**config.mk**
```make
export PLATFORM = sky130hd
export DESIGN_NAME = add_arb_sched
export DESIGN_NICKNAME = d
export VERILOG_FILES = /design/src/rtl/add_arb_sched.sv
export SDC_FILE = /design/constraint.sdc
export NUM_CORES = 1
export LEC_CHECK = 0
export ABC_AREA = 1
export BUFFER_PORTS_ARGS = -buffer_cell sky130_fd_sc_hd__buf_2
export CAP_MARGIN = 20
export CORE_AREA = 2 2 204 206
export CTS_CLUSTER_SIZE = 28
export DETAILED_ROUTE_END_ITERATION = 10
export DIE_AREA = 0 0 206 208
export GPL_TIMING_DRIVEN = 0
export PLACE_DENSITY_LB_ADDON = 0.1
export SLEW_MARGIN = 20
export SYNTH_ARGS = -nofsm -noshare
export SYNTH_HDL_FRONTEND = slang
export SYNTH_SLANG_ARGS = --single-unit
```
**constraint.sdc**
```tcl
create_clock -name clk -period 22.9 [get_ports clk]
set_input_delay 4.58 -clock clk [delete_from_list [all_inputs] [get_ports clk]]
set_output_delay 4.58 -clock clk [all_outputs]
set_load 0.1 [all_outputs]
```
**src/rtl/add_arb_sched.sv**
```systemverilog
// Two-slot round-robin arbiter in front of a pipelined 64-bit adder, with in-order tagged responses.
// Optional statistics counters (cnt_s0, cnt_s1, cnt_conflict) are built when ADD_ARB_STATS_EN is defined.
module add_arb_sched #(
   parameter int LAT  = 4,
   parameter int TAGW = 4
) (
   input  logic            clk,
   input  logic            reset,
   input  logic            s0_valid,
   input  logic            s1_valid,
   output logic            s0_ready,
   output logic            s1_ready,
   input  logic [63:0]     s0_a,
   input  logic [63:0]     s0_b,
   input  logic [63:0]     s1_a,
   input  logic [63:0]     s1_b,
   input  logic [TAGW-1:0] s0_tag,
   input  logic [TAGW-1:0] s1_tag,
   input  logic            flush,
   output logic [63:0]     add_a,
   output logic [63:0]     add_b,
   input  logic [63:0]     add_sum,
   output logic            r0_valid,
   output logic            r1_valid,
   output logic [63:0]     r_sum,
   output logic [TAGW-1:0] r_tag
`ifdef ADD_ARB_STATS_EN
   ,
   output logic [31:0]     cnt_s0,
   output logic [31:0]     cnt_s1,
   output logic [31:0]     cnt_conflict
`endif
);

   logic            rr_q, rr_d;
   logic [63:0]     add_a_q, add_a_d, add_b_q, add_b_d;
   logic [LAT:0]    vld_q, vld_d, slot_q, slot_d;
   logic [TAGW-1:0] tag_q [LAT+1];
   logic [TAGW-1:0] tag_d [LAT+1];
   logic            r0_q, r0_d, r1_q, r1_d;
   logic [63:0]     r_sum_q, r_sum_d;
   logic [TAGW-1:0] r_tag_q, r_tag_d;
   logic            acc0, acc1, rsp;

   assign s0_ready = !reset && !flush && (!s1_valid || !rr_q);
   assign s1_ready = !reset && !flush && (!s0_valid || rr_q);
   assign acc0     = s0_valid && s0_ready;
   assign acc1     = s1_valid && s1_ready;

   always_comb begin
      rr_d    = rr_q;
      add_a_d = add_a_q;
      add_b_d = add_b_q;
      if (acc0) begin
         rr_d    = 1'b1;
         add_a_d = s0_a;
         add_b_d = s0_b;
      end else if (acc1) begin
         rr_d    = 1'b0;
         add_a_d = s1_a;
         add_b_d = s1_b;
      end

      // Tracking entry k describes the op whose sum is k cycles into the adder.
      vld_d    = flush ? '0 : {vld_q[LAT-1:0], acc0 || acc1};
      slot_d   = {slot_q[LAT-1:0], acc1};
      tag_d[0] = acc1 ? s1_tag : s0_tag;
      for (int k = 1; k <= LAT; k++) tag_d[k] = tag_q[k-1];

      rsp     = vld_q[LAT] && !flush;
      r0_d    = rsp && !slot_q[LAT];
      r1_d    = rsp && slot_q[LAT];
      r_sum_d = rsp ? add_sum : r_sum_q;
      r_tag_d = rsp ? tag_q[LAT] : r_tag_q;
   end

   always_ff @(posedge clk or posedge reset) begin
      if (reset) begin
         rr_q    <= 1'b0;
         add_a_q <= '0;
         add_b_q <= '0;
         vld_q   <= '0;
         slot_q  <= '0;
         for (int k = 0; k <= LAT; k++) tag_q[k] <= '0;
         r0_q    <= 1'b0;
         r1_q    <= 1'b0;
         r_sum_q <= '0;
         r_tag_q <= '0;
      end else begin
         rr_q    <= rr_d;
         add_a_q <= add_a_d;
         add_b_q <= add_b_d;
         vld_q   <= vld_d;
         slot_q  <= slot_d;
         for (int k = 0; k <= LAT; k++) tag_q[k] <= tag_d[k];
         r0_q    <= r0_d;
         r1_q    <= r1_d;
         r_sum_q <= r_sum_d;
         r_tag_q <= r_tag_d;
      end
   end

   assign add_a    = add_a_q;
   assign add_b    = add_b_q;
   assign r0_valid = r0_q;
   assign r1_valid = r1_q;
   assign r_sum    = r_sum_q;
   assign r_tag    = r_tag_q;

`ifdef ADD_ARB_STATS_EN
   logic [31:0] cnt_s0_q, cnt_s1_q, cnt_conf_q;

   always_ff @(posedge clk or posedge reset) begin
      if (reset) begin
         cnt_s0_q   <= '0;
         cnt_s1_q   <= '0;
         cnt_conf_q <= '0;
      end else begin
         if (acc0) cnt_s0_q <= cnt_s0_q + 32'd1;
         if (acc1) cnt_s1_q <= cnt_s1_q + 32'd1;
         if (s0_valid && s1_valid && !flush) cnt_conf_q <= cnt_conf_q + 32'd1;
      end
   end

   assign cnt_s0       = cnt_s0_q;
   assign cnt_s1       = cnt_s1_q;
   assign cnt_conflict = cnt_conf_q;
`endif

endmodule
```
### Word-level counts from Yosys, hierarchy flattened

Cells that the tools add are included.

| word-level totals | value |
|---|---|
| input bits | 333 |
| register bits after elaboration | 229 |

| cells by class | value |
|---|---|
| muxes and demuxes | 8 |
| reductions and logical operators | 18 |

Operators by type and width:

| operator | number |
|---|---|
| $mux 64 | 4 |
| $logic_and 1x1->1 | 8 |
| $logic_not 1->1 | 6 |
| $mux 5 | 1 |
| $mux 4 | 1 |
| $logic_or 1x1->1 | 3 |
| $mux 1 | 2 |
| $reduce_bool 2->1 | 1 |

### Depth between registers and ports, before layout

| logic depth | value |
|---|---|
| depth in word-level cells | 6 |
| gate-level depth with buffers | 8 |
| gate-level depth less buffers | 6 |

### Worst setup path before layout

OpenSTA, ideal clock, no wires.

| path | value |
|---|---|
| kind | input to output |
| start point | input port s1_valid |
| end point | output port s0_ready |
| stages | 5 |
| slack | 12492 ps |
| required time | 18320 ps |
| arrival | 5828 ps |
| buffers on the path | 2 |
| path through | nand2_1 -> buf_2 -> buf_1 -> nand2_1 -> inv_1 |

| between the ends | value |
|---|---|
| word-level cells in the longest chain between the ends | 3 |

RTL lines:

| what | line | RTL |
|---|---|---|
| start: declaration | 10 | `input logic s1_valid,` |
| $logic_not 1->1 | 45 | `assign s0_ready = !reset && !flush && (!s1_valid \|\| !rr_q);` |
| $logic_or 1x1->1 | 45 |  |
| $logic_and 1x1->1 | 45 |  |
| end: declaration | 11 | `output logic s0_ready,` |

Every way passes these cells.

### Final worst setup path

Ends and elaborated chain as after synthesis.

==> impl_metrics.csv <==
group,metric,value,unit
timing,slew_headroom,45.7,%
timing,min_period,10.65,ns
synth,yosys.area.top_type,"dfrtp_1",
pwr,power.density,119,mW/mm²
global_routing,grt_pass1_wl,69700,µm
cts,cts_resized,0,
timing,fin_tns_setup,0,ns
synth,synthTopCellsByArea,"dfrtp_1 51%, nand3_1 14%, nand2_1 14%",
cts,cts_setup_buffers,0,
global_routing,grt_pass1_vias,11900,
floorplanning,rows,74,
placement,dp.cells,2554,
pwr,p_leak,9.49,nW
routing,dr.pass1.iters,4,
hold_path,hold_class,"flop to flop",
timing,fmax,93.9,MHz
critical_path,rr_worst_depth,6,
pwr,vdd_drop_max,0.108,mV
timing,slew_violations,0,
synth,yosysMostFrequentCell,"nand2_1",
cts,cts_tree,"yes",
synth,synth_top_flop_cell,"dfrtp_1",
final_layout,finalNetCount,2385,
outcome,status,"complete, no violations",
global_routing,antenna_found_initial,9,
routing,avgViaCountPerCell,4.58,
global_routing,grt_max_degree,84,
routing,wl_per_cell,18.1,µm
synth,ys_types,15,
critical_path,r2r-start,"rr_q$_DFFE_PP0P_",
placement,port_buffers,532,
critical_path,end_kind,"output pin",
timing,fin_hold_ws,0.340,ns
final_layout,fin_cells,2607,
floorplanning,die_h,208,µm
final_layout,drive_gt1_share,31.1,%
synth,synth_nets,1821,
timing,rsz0062_at_grt,"no",
critical_path,crit_required,18.32,ns
critical_path,rr_endpoint,"add_a[48]$_DFFE_PP0P_",
timing,worst_pin_slew,0.815,ns
timing,fin_crit_sh,46.5,%
synth,syn-instance-count,1488,
cts,ctsHoldBuffers,0,
routing,via_count,11900,
critical_path,path_max_fanout,10,
cts,clock-root-buffer,"clkbuf_16",
floorplanning,start_util,27.9,%
synth,synth_seq_area_share,50.7,%
final_layout,final_util,38.4,%
floorplanning,die_area,0.0428,mm²
synth,synthTopCellsByCount,"410 x nand2_1, 324 x nand3_1, 266 x inv_1, 229 x dfrtp_1, 128 x nand4_1",
global_routing,gr-usage-all-layers,21.1,%
synth,async_flop_share,100,%
cts,clock_path_buffers,3,
critical_path,crit_arrival,6.07,ns
critical_path,crit_start,"s1_valid",
timing,setup_viol,0,
floorplanning,num_io_pins,533,
critical_path,critPathLaunchType,"primary input",
cts,clkLatencyLatePin,0.56,ns
synth,synth_area,0.0113,mm²
timing,clock_skew,0.0216,ns
routing,wl,47200,µm
floorplanning,core,0.0406,mm²
routing,drc,0,
synth,ys_seq_elements,229,
cts,path_clk_slew,0.06,ns
critical_path,r2r_setup_slack,20.82,ns
placement,detailed_place_hpwl,36300,µm
floorplanning,fp.dieW,206,µm
critical_path,path_class,"primary input to output pin",
cts,numCtsBuffers,28,
routing,drtIter0Drc,544,
global_routing,grt-ovfl-total,0,
placement,gp_congestion,0.882,
synth,synth.top_cell.area_share,50.7,%
synth,yosysWarnings,0,
synth,synth_edf_count,0,
pwr,totalPowerFinal,0.00185,W
job,drv_cap,0,
final_layout,syn_to_final_growth,37.8,%
timing,hold_violations,0,
cts,clock_sinks,229,
routing,ant_nets,0,
cts,cts_max_level,1,
critical_path,endpoint,"s0_ready",
synth,syn_avg_cell_area,7.60,µm²
how the worst min path moves through the flow:
stage | startpoint | end | cells past startpoint
2_1_floorplan | slot_q[0]$_DFF_PP0_ | slot_q[1]$_DFF_PP0_ | 0
3_3_place_gp | tag_d[9]$_DFF_PP0_ | tag_d[5]$_DFF_PP0_ | 0
3_5_place_dp | slot_q[1]$_DFF_PP0_ | slot_q[2]$_DFF_PP0_ | 0
4_1_cts | slot_q[3]$_DFF_PP0_ | slot_q[4]$_DFF_PP0_ | 0
5_1_grt | slot_q[3]$_DFF_PP0_ | slot_q[4]$_DFF_PP0_ | 0
6_report | tag_d[1]$_DFF_PP0_ | tag_q[1]$_DFF_PP0_ | 0
area by class of cell:
type,instances,area [µm²]
Clock buffer,43,837
Multi-Input combinational cell,872,4020
Antenna cell,5,12.5
Tap cell,532,666
Timing Repair Buffer,534,2720
Sequential cell,229,5730
Clock inverter,5,36.3
Buffer,120,558
Fill cell,4456,25000
Inverter,267,1010
routing by layer:
| metal | track usage [%] | vias up | wire length [µm] |
|---|---|---|---|
| li1 | - | 5853 | - |
| met1 | 26.9 | 5603 | 20100 |
| met2 | 35.7 | 409 | 22400 |
| met3 | 5.06 | 66 | 3610 |
| met4 | 5.20 | 8 | 967 |
| met5 | 0 | - | 57 |
registers in the layout, summed over array words and instances, names as in the netlist:
register  count
vld_q         5
add_b        64
r_tag         4
r_sum        64
rr_q          1
slot_q        5
tag_q         4
r1_valid      1
add_a        64
tag_d        16
r0_valid      1
placed cells by master (no fill, tap or decap), types with 2 or more instances in the layout:
cell type,Yosys,final
nand4_1,128,128
nand3_1,324,324
nand2_1,410,410
dfrtp_1,229,229
buf_1,2,2
clkbuf_1,55,62
nand3_2,2,2
nor2_1,6,6
clkinv_2,0,4
buf_2,53,585
buf_16,0,2
inv_1,266,265
diode_2,0,5
clkbuf_8,0,8
clkbuf_16,0,28
buf_4,9,9
critical path: stages:
cell     delay, ns
buf_2         0.11
nand2_1       0.13
buf_2         0.25
buf_1         0.38
nand2_1       0.10
inv_1         0.09
buf_2         0.43
kinds of logic after synthesis:
logic type / after synthesis / share of synthesized area [%]
compound gates: 1 / 0.0442
simple gates: 871 / 35.5
flops: 229 / 50.7
buf+inv: 387 / 13.8
metrics by stage:
stage | instance area [µm²] | worst slack (ns)
floorplan | 11300 | 12.04
global placement | 14600 | 8.72
detailed placement | 14700 | 12.28
CTS | 15600 | 12.27
global route | 15600 | 12.15
finish | 15600 | 12.25
power breakdown:
group | total [W] | switching (W) | internal (W)
Combinational | 0.000888 | 0.000757 | 0.000131
Sequential | 0.000533 | 0.0000463 | 0.000487
Clock | 0.000428 | 0.000179 | 0.000249
(Power assumes the default switching activity.)
